File: config.mk
export PLATFORM = sky130hd
export DESIGN_NAME = guitar_effect_chain
export DESIGN_NICKNAME = d
export VERILOG_FILES = /design/src/rtl/guitar_effect_chain.sv
export SDC_FILE = /design/constraint.sdc
export NUM_CORES = 2
export LEC_CHECK = 0
export CELL_PAD_IN_SITES_DETAIL_PLACEMENT = 1
export CELL_PAD_IN_SITES_GLOBAL_PLACEMENT = 1
export CORE_MARGIN = 4
export CORE_UTILIZATION = 37
export DETAILED_ROUTE_END_ITERATION = 8
export GPL_TIMING_DRIVEN = 0
export PLACE_DENSITY_LB_ADDON = 0.1
export SLEW_MARGIN = 15
export SYNTH_ARGS = -nofsm -noshare
export SYNTH_HDL_FRONTEND = slang
export SYNTH_SLANG_ARGS = --single-unit
File: constraint.sdc
create_clock -name clk -period 11 [get_ports clk]
set_clock_uncertainty 0.15 [all_clocks]
set_input_delay 1.65 -clock clk [delete_from_list [all_inputs] [get_ports clk]]
set_output_delay 1.65 -clock clk [all_outputs]
set_load 0.02 [all_outputs]
File: src/rtl/guitar_effect_chain.sv
// guitar_effect_chain
// Avalon-MM sample processor: input sample FIFO -> 3-stage gain/clip
// distortion pipeline -> output sample FIFO, with sticky error flags,
// credit-based issue (the output FIFO can never overflow), a flush command
// and a programmable clip threshold.
// Optional feature: define GE_IRQ_EN to add the watermark interrupt
// (irq port, CTRL bit2, WATERMARK register, STATUS bit6).
module guitar_effect_chain #(
  parameter int DATA_W  = 24,
  parameter int FIFO_AW = 4,
  parameter int GAIN_W  = 16,
  parameter int FRAC_W  = 8
) (
  input  logic        clk,
  input  logic        reset,
  input  logic [4:0]  avl_address,
  input  logic        avl_read,
  input  logic        avl_write,
  input  logic [31:0] avl_writedata,
`ifdef GE_IRQ_EN
  output logic        irq,
`endif
  output logic [31:0] avl_readdata
);

  localparam int DEPTH = 1 << FIFO_AW;
  localparam int LW    = FIFO_AW + 1;
  localparam int PW    = DATA_W + GAIN_W + 1;

  localparam logic [4:0] ADDR_CTRL   = 5'd0;
  localparam logic [4:0] ADDR_GAIN   = 5'd1;
  localparam logic [4:0] ADDR_CLIP   = 5'd2;
  localparam logic [4:0] ADDR_STATUS = 5'd3;
  localparam logic [4:0] ADDR_OUTPUT = 5'd5;
  localparam logic [4:0] ADDR_INPUT  = 5'd6;
  localparam logic [4:0] ADDR_FLUSH  = 5'd7;
`ifdef GE_IRQ_EN
  localparam logic [4:0] ADDR_WMARK  = 5'd8;
`endif

  localparam logic [GAIN_W-1:0] GAIN_UNITY = GAIN_W'(1 << FRAC_W);
  localparam logic [DATA_W-2:0] CLIP_MAX   = '1;

  // Configuration registers
  logic              bypass;
  logic              enable;
  logic [GAIN_W-1:0] gain;
  logic [DATA_W-2:0] clip;
`ifdef GE_IRQ_EN
  logic              irq_en;
  logic [LW-1:0]     watermark;
`endif

  // Sticky flags
  logic in_overflow;
  logic out_underflow;

  // Input FIFO
  logic [DATA_W-1:0]  in_mem [DEPTH];
  logic [FIFO_AW-1:0] in_wp, in_rp;
  logic [LW-1:0]      in_level, in_level_nxt;
  logic               in_empty, in_full;
  logic [DATA_W-1:0]  in_head;

  // Output FIFO
  logic [DATA_W-1:0]  out_mem [DEPTH];
  logic [FIFO_AW-1:0] out_wp, out_rp;
  logic [LW-1:0]      out_level, out_level_nxt;
  logic               out_empty, out_full;
  logic [DATA_W-1:0]  out_head;

  // Pipeline
  logic               s1_valid, s1_byp;
  logic [DATA_W-1:0]  s1_data;
  logic               s2_valid, s2_byp;
  logic signed [PW-1:0] s2_val;
  logic signed [PW-1:0] s1_ext, gain_ext, product, scaled;
  logic signed [PW-1:0] clip_pos, clip_neg, sat_val;
  logic [DATA_W-1:0]  s3_data;

  // Bus decode and datapath handshakes
  logic wr_ctrl, wr_gain, wr_clip, wr_status, wr_input, flush;
  logic rd_output;
  logic in_push, in_pop, in_drop;
  logic out_push, out_pop, out_under;
  logic issue;
  logic [LW:0] occupancy;
  logic [31:0] status, rd_data;
  logic [7:0]  in_level8, out_level8;
  logic        unused_bits;

  assign unused_bits = ^avl_writedata;

  assign wr_ctrl   = avl_write && (avl_address == ADDR_CTRL);
  assign wr_gain   = avl_write && (avl_address == ADDR_GAIN);
  assign wr_clip   = avl_write && (avl_address == ADDR_CLIP);
  assign wr_status = avl_write && (avl_address == ADDR_STATUS);
  assign wr_input  = avl_write && (avl_address == ADDR_INPUT);
  assign flush     = avl_write && (avl_address == ADDR_FLUSH);
  assign rd_output = avl_read  && (avl_address == ADDR_OUTPUT);

  assign in_empty  = (in_level == '0);
  assign in_full   = (in_level == LW'(DEPTH));
  assign out_empty = (out_level == '0);
  assign out_full  = (out_level == LW'(DEPTH));
  assign in_head   = in_mem[in_rp];
  assign out_head  = out_mem[out_rp];

  // Credit check: every sample in flight already owns an output FIFO slot,
  // so stage 3 can always push without looking at out_full.
  assign occupancy = {1'b0, out_level} + (LW+1)'(s1_valid) + (LW+1)'(s2_valid);
  assign issue     = enable && !in_empty && (occupancy < (LW+1)'(DEPTH)) && !flush;

  assign in_push   = wr_input && !in_full && !flush;
  assign in_drop   = wr_input && in_full;
  assign in_pop    = issue;
  assign out_push  = s2_valid && !flush;
  assign out_pop   = rd_output && !out_empty;
  assign out_under = rd_output && out_empty;

  // Next FIFO levels; flush wins over any concurrent push or pop
  always_comb begin
    // NOTE: every variable assigned in always_comb gets a default first, so
    // no path through the block can leave it unassigned and infer a latch.
    in_level_nxt  = in_level;
    out_level_nxt = out_level;
    if (flush) begin
      in_level_nxt  = '0;
      out_level_nxt = '0;
    end else begin
      if (in_push && !in_pop)       in_level_nxt  = in_level + 1'b1;
      else if (!in_push && in_pop)  in_level_nxt  = in_level - 1'b1;
      if (out_push && !out_pop)     out_level_nxt = out_level + 1'b1;
      else if (!out_push && out_pop) out_level_nxt = out_level - 1'b1;
    end
  end

  // FIFO storage arrays
  always_ff @(posedge clk) begin
    // NOTE: sample storage has no reset; the pointers and levels define which
    // entries are valid, so clearing the array would only cost reset fan-out.
    if (in_push)  in_mem[in_wp]   <= avl_writedata[DATA_W-1:0];
    if (out_push) out_mem[out_wp] <= s3_data;
  end

  // FIFO pointers and levels
  always_ff @(posedge clk or negedge reset) begin
    // NOTE: sequential state uses non-blocking assignments so every register
    // samples the pre-edge values, independent of statement order.
    if (!reset) begin
      in_wp     <= '0;
      in_rp     <= '0;
      in_level  <= '0;
      out_wp    <= '0;
      out_rp    <= '0;
      out_level <= '0;
    end else if (flush) begin
      in_wp     <= '0;
      in_rp     <= '0;
      in_level  <= '0;
      out_wp    <= '0;
      out_rp    <= '0;
      out_level <= '0;
    end else begin
      if (in_push)  in_wp  <= in_wp + 1'b1;
      if (in_pop)   in_rp  <= in_rp + 1'b1;
      if (out_push) out_wp <= out_wp + 1'b1;
      if (out_pop)  out_rp <= out_rp + 1'b1;
      in_level  <= in_level_nxt;
      out_level <= out_level_nxt;
    end
  end

  // Configuration registers (retained across flush)
  always_ff @(posedge clk or negedge reset) begin
    if (!reset) begin
      bypass <= 1'b1;
      enable <= 1'b0;
      gain   <= GAIN_UNITY;
      clip   <= CLIP_MAX;
    end else begin
      if (wr_ctrl) begin
        bypass <= avl_writedata[0];
        enable <= avl_writedata[1];
      end
      if (wr_gain) gain <= avl_writedata[GAIN_W-1:0];
      if (wr_clip) clip <= avl_writedata[DATA_W-2:0];
    end
  end

`ifdef GE_IRQ_EN
  // Interrupt configuration and registered watermark interrupt
  always_ff @(posedge clk or negedge reset) begin
    if (!reset) begin
      irq_en    <= 1'b0;
      watermark <= '0;
      irq       <= 1'b0;
    end else begin
      if (wr_ctrl) irq_en <= avl_writedata[2];
      if (avl_write && (avl_address == ADDR_WMARK)) watermark <= avl_writedata[LW-1:0];
      irq <= irq_en && (watermark != '0) && (out_level_nxt >= watermark);
    end
  end
`endif

  // Sticky error flags: write-1-to-clear, a new error in the same cycle wins
  always_ff @(posedge clk or negedge reset) begin
    if (!reset) begin
      in_overflow   <= 1'b0;
      out_underflow <= 1'b0;
    end else if (flush) begin
      in_overflow   <= 1'b0;
      out_underflow <= 1'b0;
    end else begin
      if (in_drop)                            in_overflow   <= 1'b1;
      else if (wr_status && avl_writedata[4]) in_overflow   <= 1'b0;
      if (out_under)                          out_underflow <= 1'b1;
      else if (wr_status && avl_writedata[5]) out_underflow <= 1'b0;
    end
  end

  // Stage 2 arithmetic: signed sample times unsigned gain, then floor-scale
  always_comb begin
    s1_ext   = {{(PW-DATA_W){s1_data[DATA_W-1]}}, s1_data};
    gain_ext = {{(PW-GAIN_W){1'b0}}, gain};
    product  = s1_ext * gain_ext;
    scaled   = product >>> FRAC_W;
  end

  // Stage 3 saturation; clip is DATA_W-1 bits wide, so it can never exceed
  // the largest positive sample and needs no further limiting.
  always_comb begin
    clip_pos = {{(PW-DATA_W+1){1'b0}}, clip};
    clip_neg = -clip_pos;
    sat_val  = s2_val;
    if (s2_val > clip_pos)      sat_val = clip_pos;
    else if (s2_val < clip_neg) sat_val = clip_neg;
    s3_data  = s2_byp ? s2_val[DATA_W-1:0] : sat_val[DATA_W-1:0];
  end

  // Pipeline stages 1 and 2; flush kills everything in flight
  always_ff @(posedge clk or negedge reset) begin
    if (!reset) begin
      s1_valid <= 1'b0;
      s1_byp   <= 1'b0;
      s1_data  <= '0;
      s2_valid <= 1'b0;
      s2_byp   <= 1'b0;
      s2_val   <= '0;
    end else begin
      s1_valid <= issue;
      s1_byp   <= bypass;
      s1_data  <= in_head;
      s2_valid <= s1_valid && !flush;
      s2_byp   <= s1_byp;
      s2_val   <= s1_byp ? s1_ext : scaled;
    end
  end

  // STATUS word assembly
  always_comb begin
    in_level8     = 8'(in_level);
    out_level8    = 8'(out_level);
    status        = '0;
    status[0]     = in_empty;
    status[1]     = in_full;
    status[2]     = out_empty;
    status[3]     = out_full;
    status[4]     = in_overflow;
    status[5]     = out_underflow;
`ifdef GE_IRQ_EN
    status[6]     = irq;
`endif
    status[14:8]  = in_level8[6:0];
    status[22:16] = out_level8[6:0];
  end

  // Read data mux
  always_comb begin
    rd_data = '0;
    case (avl_address)
      ADDR_CTRL: begin
        rd_data[0] = bypass;
        rd_data[1] = enable;
`ifdef GE_IRQ_EN
        rd_data[2] = irq_en;
`endif
      end
      ADDR_GAIN:   rd_data = 32'(gain);
      ADDR_CLIP:   rd_data = 32'(clip);
      ADDR_STATUS: rd_data = status;
      ADDR_OUTPUT: rd_data = out_empty ? 32'd0 : 32'($signed(out_head));
`ifdef GE_IRQ_EN
      ADDR_WMARK:  rd_data = 32'(watermark);
`endif
      default:     rd_data = '0;
    endcase
  end

  // Registered read data, held until the next read
  always_ff @(posedge clk or negedge reset) begin
    if (!reset)        avl_readdata <= '0;
    else if (avl_read) avl_readdata <= rd_data;
  end

endmodule
==> flow_metrics.env <==
export IMPL_cap_violations=0
export IMPL_track_usage_pct=22.4
export IMPL_synth_area_leader_cell="edfxtp_1"
export IMPL_nets=4447
export IMPL_antenna_found_initial=24
export IMPL_grt_pass1_wl_um=237000
export IMPL_critical_path_class="flop to flop"
export IMPL_port_buffers=62
export IMPL_r2r_slack_ps=2350
export IMPL_overflow=0
export IMPL_fp_dieH_um=382
export IMPL_critPathMaxFanout=10
export IMPL_totalNegativeSetupSlack_ps=0
export IMPL_multi_input_area_mm2=0.0223
export IMPL_cts_tree="built"
export IMPL_avgSynthCellArea_um2=14.3
export IMPL_initial_core_util_pct=37.2
export IMPL_fin_crit_ps=8650
export IMPL_via_per_inst=5.23
export IMPL_ant_nets=0
export IMPL_rows=137
export IMPL_gp_congestion=0.827
export IMPL_synth_top_flop_cell="edfxtp_1"
export IMPL_wl_per_cell_um=27.6
export IMPL_fin_cells=5807
export IMPL_synth_edff_count=768
export IMPL_synthTopCellsByCount="edfxtp_1 (768), inv_1 (546), fa_1 (377)"
export IMPL_synth_warnings=0
export IMPL_post_cts_setup_buffer_count=0
export IMPL_cts_root_buf="clkbuf_16"
export IMPL_grt_pass1_vias=33300
export IMPL_end_kind="flop"
export IMPL_status="completed"
export IMPL_drt_wl_total_um=161000
export IMPL_synth_most_common_cell="edfxtp_1"
export IMPL_fp_dieW_um=382
export IMPL_max_slew_margin_pct=20.6
export IMPL_vias=30400
export IMPL_worstPathArrival_ps=9010
export IMPL_tightest_slew_ps=1190
export IMPL_io_pins=73
export IMPL_drtIter0Drc=2169
export IMPL_synthTopCellsByArea="edfxtp_1 (44%), fa_1 (15%), mux4_2 (11%)"
export IMPL_die_area_mm2=0.146
export IMPL_fill_cells=14100
export IMPL_clk_latency_ps=680
export IMPL_max_freq_ghz=0.116
export IMPL_cts_num_sinks=922
export IMPL_rsz0062_at_grt="false"
export IMPL_ys_types=73
export IMPL_fin_crit_sh_pct=78.6
export IMPL_core_area_mm2=0.139
export IMPL_ys_seq_elements=922
export IMPL_synth_top_cell_area_share_pct=44.4
export IMPL_layout_drive_gt1_share_pct=14.4
export IMPL_area_delta_synth_final_pct=13.4
export IMPL_grt_max_degree=84
export IMPL_hold_path_class="flop to flop"
export IMPL_async_reset_ff_share_pct=16.7
export IMPL_critPathLaunchType="flop"
export IMPL_cts_repair_resize_count=0
export IMPL_placed_cells=5633
export IMPL_syn_num_nets=4235
export IMPL_cts_clk_slew_worst_paths_ps=60
export IMPL_cts_htree_levels=3
export IMPL_postCtsHoldBufs=0
export IMPL_finalSetupViolCount=0
export IMPL_drt_pass1_iter_count=7
export IMPL_netlist_area_mm2=0.0519
export IMPL_cts_buffers=90
export IMPL_yosysSeqAreaShare_pct=51.9
export IMPL_register_area_mm2=0.0269
export IMPL_clock_path_buffers=3
export IMPL_final_hold_viol_count=0
export IMPL_dp_hpwl_um=118000
export IMPL_cp_required_ps=11360
export IMPL_route_detailed_drc=0
export IMPL_drv_slew=0
export IMPL_syn_inst=3637
-- layer usage --
layer	GRT usage [%]	routed length [µm]
met4	4.33	2710
met2	38.0	79200
met1	31.4	72300
met5	0	40
met3	2.51	6270
-- registers in the layout, summed over array words and instances, names as in the netlist, 4 cells and up --
name          count
s1_data          24
in_rp             4
out_wp            4
out_mem         384
gain             16
avl_readdata     24
s2_val           33
out_rp            4
out_level         5
in_level          5
in_mem          384
clip             23
in_wp             4
-- logic make-up after synthesis --
group / Yosys count / synth area share, %
buffers and inverters: 728 / 5.36
multiplexers: 288 / 11.5
AND/OR/NAND/NOR: 748 / 7.00
XOR/XNOR: 68 / 1.15
flip-flops: 922 / 51.9
AO/OA/AOI/OAI: 326 / 4.18
adder cells (fa/ha/maj): 557 / 18.9
-- final cells by class --
cell class,count,area share [%]
timing repair buffer,120,2.60
sequential,922,45.8
clock buffer,128,4.33
tap,1876,3.99
multi-input combinational,1987,37.9
antenna,5,0.0213
clock inverter,41,0.589
buffer,182,1.26
inverter,546,3.48
-- final timing paths --
kind,end,cells past startpoint,startpoint
worst max-delay path,s2_val[27],21,gain[3]
worst min-delay path,s1_byp,0,bypass
worst max register to register,s2_val[27],21,gain[3]
worst min register to register,s1_byp,0,bypass
max in group asynchronous,clip[9],3,reset
min in group asynchronous,in_wp[2],2,reset
-- layout by cell type, fill, tap and decap left out, types with 70 or more instances in the layout --
| cell | synthesis | final |
|---|---|---|
| a21oi_1 | 70 | 70 |
| and2_1 | 170 | 158 |
| clkbuf_1 | 139 | 163 |
| clkbuf_16 | 0 | 92 |
| dfrtp_1 | 129 | 129 |
| edfxtp_1 | 768 | 768 |
| fa_1 | 377 | 377 |
| ha_1 | 180 | 180 |
| inv_1 | 546 | 546 |
| mux4_2 | 242 | 242 |
| nand2_1 | 339 | 339 |
| o21ai_0 | 75 | 75 |
-- critical path, stage by stage (launching register included) --
cell and delay (ps):
dfrtp_1 320, clkbuf_1 860, clkbuf_1 710, nand2_1 260
fa_1 780, fa_1 460, inv_1 350, fa_1 520
fa_1 530, fa_1 500, inv_1 50, fa_1 480
inv_1 50, ha_1 260, clkbuf_1 230, and3_1 230
a2111oi_0 590, nand4_1 290, a31oi_1 340, o21ai_0 150
xnor2_1 210, o21ai_0 140
-- through the flow --
step	hold WS (ps)	worst slack, ps	instance area [µm²]	util, %
finish	267	2350	58800	42.2
global route	271	2000	58800	42.2
CTS	265	2290	58800	42.2
detailed placement	256	2370	55900	40.1
global placement	252	933	54900	39.4
floorplan	202	4530	51900	-
Power is not shown: default switching activity piles up to over one toggle a cycle in this logic, so the estimate is an artifact.
